--- src/rtl/irq_ctrl_pkg.sv ---
// Shared constants, FSM state type and helpers for the interrupt request controller.
package irq_ctrl_pkg;

  localparam int unsigned NUM_REQ = 8;
  localparam int unsigned IDX_W   = 3;

  typedef enum logic [1:0] {
    ST_IDLE    = 2'd0,
    ST_OFFER   = 2'd1,
    ST_SERVICE = 2'd2
  } irq_state_t;

  // One-hot vector with only bit idx set.
  function automatic logic [NUM_REQ-1:0] idx_onehot(input logic [IDX_W-1:0] idx);
    return NUM_REQ'(1) << idx;
  endfunction

endpackage

--- src/rtl/lowest_index_pick.sv ---
// Combinational lowest-set-bit finder: bit 0 has the highest priority.
module lowest_index_pick
  import irq_ctrl_pkg::*;
(
  input  logic [NUM_REQ-1:0] vec,
  output logic               any_c,
  output logic [IDX_W-1:0]   idx_c
);

  // Scan from the top down so the lowest set index is the last one written.
  always_comb begin
    any_c = |vec;
    idx_c = '0;
    for (int i = NUM_REQ - 1; i >= 0; i--) begin
      if (vec[i]) begin
        idx_c = IDX_W'(i);
      end
    end
  end

endmodule

--- src/rtl/interrupt_request_controller.sv ---
// Latched, masked, handshaked interrupt arbitration over 8 request lines.
// Optional build macro IRQ_EDGE_DETECT_EN: pending sets on rising edges instead of levels.
module interrupt_request_controller
  import irq_ctrl_pkg::*;
(
  input  logic               Clock_In,
  input  logic               Reset_In,
  input  logic [NUM_REQ-1:0] Request_In,
  input  logic [NUM_REQ-1:0] Mask_In,
  input  logic               Ack_In,
  input  logic               Done_In,
  output logic               Valid_Out,
  output logic [IDX_W-1:0]   Vector_Out,
  output logic [NUM_REQ-1:0] Pending_Out,
  output logic [NUM_REQ-1:0] In_Service_Out,
  output logic               Busy_Out
);

  irq_state_t         state;
  irq_state_t         state_next;
  logic               valid_next;
  logic [IDX_W-1:0]   vector_next;
  logic [NUM_REQ-1:0] pending_next;
  logic [NUM_REQ-1:0] in_service_next;
  logic               busy_next;
  logic [NUM_REQ-1:0] clear_vec;
  logic [NUM_REQ-1:0] set_vec;
  logic [NUM_REQ-1:0] eligible;
  logic               win_any;
  logic [IDX_W-1:0]   win_idx;

  assign eligible = Pending_Out & ~Mask_In;

  lowest_index_pick u_pick (
    .vec   (eligible),
    .any_c (win_any),
    .idx_c (win_idx)
  );

`ifdef IRQ_EDGE_DETECT_EN
  logic [NUM_REQ-1:0] req_prev;

  always_ff @(posedge Clock_In) begin
    if (Reset_In) begin
      req_prev <= '0;
    end else begin
      req_prev <= Request_In;
    end
  end

  // A fresh rising edge beats a coincident acknowledge on the same bit.
  assign set_vec      = Request_In & ~req_prev;
  assign pending_next = (Pending_Out & ~clear_vec) | set_vec;
`else
  // Level mode: the acknowledge clear wins; a held line re-sets a cycle later.
  assign set_vec      = Request_In;
  assign pending_next = (Pending_Out | set_vec) & ~clear_vec;
`endif

  // State and output registers.
  always_ff @(posedge Clock_In) begin
    if (Reset_In) begin
      state          <= ST_IDLE;
      Valid_Out      <= 1'b0;
      Vector_Out     <= '0;
      Pending_Out    <= '0;
      In_Service_Out <= '0;
      Busy_Out       <= 1'b0;
    end else begin
      state          <= state_next;
      Valid_Out      <= valid_next;
      Vector_Out     <= vector_next;
      Pending_Out    <= pending_next;
      In_Service_Out <= in_service_next;
      Busy_Out       <= busy_next;
    end
  end

  // Next-state and next-output logic; the offered vector is frozen outside IDLE.
  always_comb begin
    state_next      = state;
    valid_next      = Valid_Out;
    vector_next     = Vector_Out;
    in_service_next = In_Service_Out;
    clear_vec       = '0;

    unique case (state)
      ST_IDLE: begin
        if (win_any) begin
          vector_next = win_idx;
          valid_next  = 1'b1;
          state_next  = ST_OFFER;
        end
      end
      ST_OFFER: begin
        if (Ack_In) begin
          clear_vec       = idx_onehot(Vector_Out);
          in_service_next = idx_onehot(Vector_Out);
          valid_next      = 1'b0;
          state_next      = ST_SERVICE;
        end else if (Mask_In[Vector_Out]) begin
          valid_next = 1'b0;
          state_next = ST_IDLE;
        end
      end
      ST_SERVICE: begin
        if (Done_In) begin
          in_service_next = '0;
          state_next      = ST_IDLE;
        end
      end
      default: begin
        valid_next      = 1'b0;
        in_service_next = '0;
        state_next      = ST_IDLE;
      end
    endcase

    busy_next = (state_next != ST_IDLE);
  end

endmodule
--- config.mk ---
export PLATFORM = sky130hd
export DESIGN_NAME = interrupt_request_controller
export DESIGN_NICKNAME = d
export VERILOG_FILES = /design/src/rtl/irq_ctrl_pkg.sv /design/src/rtl/lowest_index_pick.sv /design/src/rtl/interrupt_request_controller.sv
export SDC_FILE = /design/constraint.sdc
export NUM_CORES = 1
export LEC_CHECK = 0
export ABC_AREA = 1
export CORE_ASPECT_RATIO = 0.7
export CORE_MARGIN = 1.5
export CORE_UTILIZATION = 47
export DETAILED_ROUTE_END_ITERATION = 7
export GPL_TIMING_DRIVEN = 0
export PLACE_DENSITY = 0.85
export SLEW_MARGIN = 20
export SYNTH_ARGS = -nofsm -noshare
export SYNTH_HDL_FRONTEND = slang
export SYNTH_HIERARCHICAL = 1
export SYNTH_SLANG_ARGS = --single-unit
--- constraint.sdc ---
create_clock -name Clock_In -period 3.4 [get_ports Clock_In]
set_clock_uncertainty 0.15 [all_clocks]
set_input_delay 0.34 -clock Clock_In [delete_from_list [all_inputs] [get_ports Clock_In]]
set_output_delay 0.34 -clock Clock_In [all_outputs]
set_load 0.005 [all_outputs]
* After elaboration in Yosys (flattened, before gate mapping)
Index checks and enable logic that the tools add are counted.
Word-level totals: memories 0, output and inout bits 21, memory bits (writable) 0, latch bits 0, flip-flop bits (word level) 23, ROM bits 0, logic and storage cells 51
Operators by class: reduce and logical (&&, ||, !) cells 6, divide/modulo/power cells 0, mux-type cells 24, equality and inequality tests 6, multipliers 0, order comparisons 1, shifts and indexed selects 1, bitwise operators 7, $add $sub $neg 0
Operators with widths (number):
- $mux W8 | 4
- $mux W3 | 8
- $pmux W8 S3 | 1
- $and A8 B8 Y8 | 2
- $not A8 Y8 | 2
- $mux W2 | 4
- $or A8 B8 Y8 | 1
- $reduce_or A8 Y1 | 1
- $shl A1 B3 Y8 const A | 1
- $pmux W2 S3 | 1
- $reduce_and A3 Y1 | 2
- $lt A3 B4 Y1 const B | 1
- $mux W1 | 4
- $ne A2 B2 Y1 const B | 2
- $bmux W1 S3 | 1
- $ne A3 B3 Y1 const B | 1
- $pmux W1 S3 | 1
- $eq A2 B1 Y1 const B | 1
- $eq A2 B2 Y1 const B | 1
- $logic_not A2 Y1 | 1
- $ne A2 B1 Y1 const B | 1
- $not A1 Y1 | 2
- $reduce_and A2 Y1 | 1
- $reduce_bool A2 Y1 | 1

* Longest topological paths before layout
depth in word-level cells 10, depth in mapped cells 12, depth with buffers taken out 12

* Modules after synthesis
The synthesis kept the hierarchy.
Modules (own cells, without submodules):
- interrupt_request_controller | cells each 153, instances 1, area each 1026.0 sq um
- lowest_index_pick | cells each 22, instances 1, area each 98.8 sq um

* Worst setup path after synthesis
No wires, ideal clock.
path kind register to register, start point register Pending_Out[6], end point register Busy_Out, path slack 1878 ps, stages on the path, launching flop included 12, arrival 1239 ps, clock period less this slack 1522 ps, setup time 132 ps, buffers on the path 0, cell sequence dfxtp_1 > inv_1 > nor2_1 > or2_1 > nor3_2 > nand2_1 > inv_1 > nor2_1 > inv_1 > nand2_1 > inv_2 > a21oi_2
Between the ends: longest elaborated chain between the ends 5
Ends and longest elaborated chain:
- start: declaration | line interrupt_request_controller.sv:14 | output logic [NUM_REQ-1:0] Pending_Out,
- start signal: assignment | line interrupt_request_controller.sv:73 | Pending_Out <= pending_next;
- $and A8 B8 Y8 | line interrupt_request_controller.sv:32 | assign eligible = Pending_Out & ~Mask_In;
- named net eligible[6] | line interrupt_request_controller.sv:28 | logic [NUM_REQ-1:0] eligible;
- $reduce_or A8 Y1 | line lowest_index_pick.sv:12 | any_c = |vec;
- named net win_any | line interrupt_request_controller.sv:29 | logic win_any;
- $mux W2 | line interrupt_request_controller.sv:89 | if (win_any) begin
- $pmux W2 S3 | line interrupt_request_controller.sv:87 | unique case (state)
- $reduce_bool A2 Y1 | line interrupt_request_controller.sv:119 | busy_next = (state_next != ST_IDLE);
- end signal: assignment | line interrupt_request_controller.sv:75 | Busy_Out <= busy_next;
- end: declaration | line interrupt_request_controller.sv:16 | output logic Busy_Out
The timed path passes the listed nets, and every way through them passes these cells. A chain may end at the register's enable or synchronous reset.

* Worst setup path after layout
start point input port Mask_In[6], end point register Vector_Out[2]
Between the ends: elaborated cells on any way between the ends 11, those cells by class mux (7); bitwise (2); reduce/logical (2)
RTL lines:
- start: declaration | line interrupt_request_controller.sv:9 | input logic [NUM_REQ-1:0] Mask_In,
- $not A8 Y8 | line interrupt_request_controller.sv:32
- $and A8 B8 Y8 | line interrupt_request_controller.sv:32
- named net eligible[6] | line interrupt_request_controller.sv:28
- $reduce_or A8 Y1 | line lowest_index_pick.sv:12
- named net win_any | line interrupt_request_controller.sv:29
- $reduce_and A2 Y1 (no source line)
- end signal: assignment | line interrupt_request_controller.sv:72 | Vector_Out <= vector_next;
- end: declaration | line interrupt_request_controller.sv:13 | output logic [IDX_W-1:0] Vector_Out,
The timed path passes the listed nets, and every way through them passes these cells.

==> metrics <==
max-slew violations 0; syn_nets roughly 200; die width ~61 um; remaining antenna violation count 0; Peak supply drop roughly 0.22 mV; die area 0.002700 mm2; Worst Setup End Kind flop; status complete, no violations; clock share of power 0.193; WL final 2.878 mm; Area growth, synth to finish 41.49%; ys flop type dfxtp_1; Setup Viol. Count Final 0; sequential fraction of the synthesis area 0.4093; PostCTS Resize Cnt 0; #FFs+latches synth 23; FP Rows 14; clock slew at reported path FFs 120 ps; Yosys Warn Count 6; leak pwr roughly 0.7 nW; data required time of the worst path about 3500 ps; via count 1204; Tot Pwr 0.6522 mW; worst-path maximum fanout 8; Hold Buf Count CTS 0; DRT met1 WL 1.297 mm; clock sink count 23; initial antenna violation count 0; Mapped Area between 0.001 and 0.0015 mm2; ys async rst share 0; min cycle time layout 1943 ps; Final WS setup 1457 ps; Switching Share 0.3259; worst slew margin relative to its limit 0.6070; Core Footprint roughly 0.0022 mm2; grt total ovfl 0; fmax approximately 0.5 GHz; HP Class flop to flop; final std cells w/o fill 251; WS Path Type primary input to flop; DP Worst Slack 1150 ps; RSZ-0062 raised after global routing no; dpl hpwl 2.273 mm; PwrDens 409.8 mW/mm2; Starting Density 0.5096; # Post-CTS Setup Buffers 0; 1st-iter DRT viols 49; critical-path cell list clkdlybuf4s50_1, nor2_1, or2_1, nor3_2, nand2_1, inv_1, nor2_1, inv_1, nor2_1, a211oi_1; global-route wire length before repair 4.574 mm; NetSw about 0.21 mW; final core occ 0.7211; drc violations 0; fin crit share 0.5714; IO Count between 40 and 50; Clock Root Buffer clkbuf_4; Final Hold Fails 0; ANT cells 0; fin area 0.001592 mm2; power share of the combinational group 0.326; worst path arrival time 2020 ps; library cells used by synthesis 21; Mapped Cells 175; crit-path max cell delay 480 ps; Setup crit start kind primary input; top cell type by total area after synthesis dfxtp_1; met2 WL 1.320 mm; CTS tree done; average vias per placed instance between 4 and 5; largest net degree at the start of global routing 13; Total Routing Usage GR 0.2311; Placer Congestion around 0.86; top post-synthesis cells by count 38 x nand2_1, 38 x nor2_1, 30 x inv_1; ranking of synthesized cells by area dfxtp_1 41%, nand2_1 13%, nor2_1 13%; sequential cell fraction of total power 0.481; Max clock buf depth 2; CTS Buf Count 3; Top Layer Used met4; htree depth 1; layout cells sized above 1 0.08219; EDFF count, synth 0; slew at the pin closest to its max-slew limit between 500 and 600 ps; Sum Neg Setup Slack 0 ps; port buffer count 40; maxcap violations 0; area fraction of the dominant cell type after synthesis 0.4093; TritonRoute pass-1 iters 4; Worst-Skew Late Latency 310 ps; die height around 44 um; met3 WL post-DR 237 um; vias in the first global route 1138; dpl cell area 0.001565 mm2; Placed Cells ~250; Syn Area/Cell 6.428 um2; Most common cell on crit path nor2_1; Int Pwr approximately 0.44 mW; worst hold slack 324.5 ps; drt wl/cell around 11 um; Crit-path slowest cell clkdlybuf4s50_1; nets 240
[path summary, 6_finish.rpt]
path | start | endpoint | slack (ps) | depth (start not counted)
worst min-delay path | In_Service_Out[1] | In_Service_Out[1] | 320 | 2
worst max register to register | Pending_Out[6] | Vector_Out[2] | 1600 | 10
worst min register to register | In_Service_Out[1] | In_Service_Out[1] | 320 | 2
worst max-delay path | Mask_In[6] | Vector_Out[2] | 1460 | 10
[cells in the final DEF (no fill, tap or decap), types with 2 or more instances in the layout]
| cell type | instances |
|---|---|
| nor3_2 | 2 |
| clkbuf_4 | 3 |
| inv_1 | 30 |
| a21oi_2 | 2 |
| clkbuf_1 | 3 |
| inv_2 | 5 |
| dfxtp_1 | 23 |
| nor2_1 | 38 |
| nor2_2 | 2 |
| nand3_1 | 2 |
| a211oi_1 | 3 |
| a21oi_1 | 9 |
| o21ai_0 | 4 |
| nand2_1 | 38 |
| nor3_1 | 8 |
| clkdlybuf4s50_1 | 40 |
[registers in the layout, summed over array words and instances, names as in the netlist]
| name | cells |
|---|---|
| Busy_Out | 1 |
| In_Service_Out | 8 |
| Pending_Out | 8 |
| Valid_Out | 1 |
| Vector_Out | 3 |
| state | 2 |
[area by class of cell]
class	count	area, um2
plain buffers	3	18.77
clock buffers	4	26.28
fillers	195	615.6
inverters	36	137.6
multi-input cells	113	508.0
flip-flops and latches	23	460.4
well taps	32	40.04
repair buffers	40	400.4
[critical path, delay by kind of cell]
family / cells / cell delay, ps
buf+inv: 3 / 750
simple gates: 6 / 720
compound gates: 1 / 200
[power by group through the flow]
stage,Combinational [mW],Clock [mW],Sequential (mW)
floorplan,0.118,0,0.318
global placement,0.205,0,0.318
detailed placement,0.210,0,0.319
CTS,0.212,0.128,0.314
global route,0.237,0.139,0.317
finish,0.212,0.126,0.314
[kinds of logic after synthesis]
kind of cell / count (synthesis) / share of synthesized area
AND/OR/NAND/NOR: 94 / 0.3526
flip-flops: 23 / 0.4093
AO/OA/AOI/OAI: 19 / 0.09900
buffers and inverters: 39 / 0.1391
[routing by layer]
layer,GRT usage,vias up
met2,0.4000,63
li1,-,616
met3,0.06567,4
met4,0.06383,0
met1,0.2804,521
met5,0,-
No activity file was read; power rests on OpenSTA's default activity.
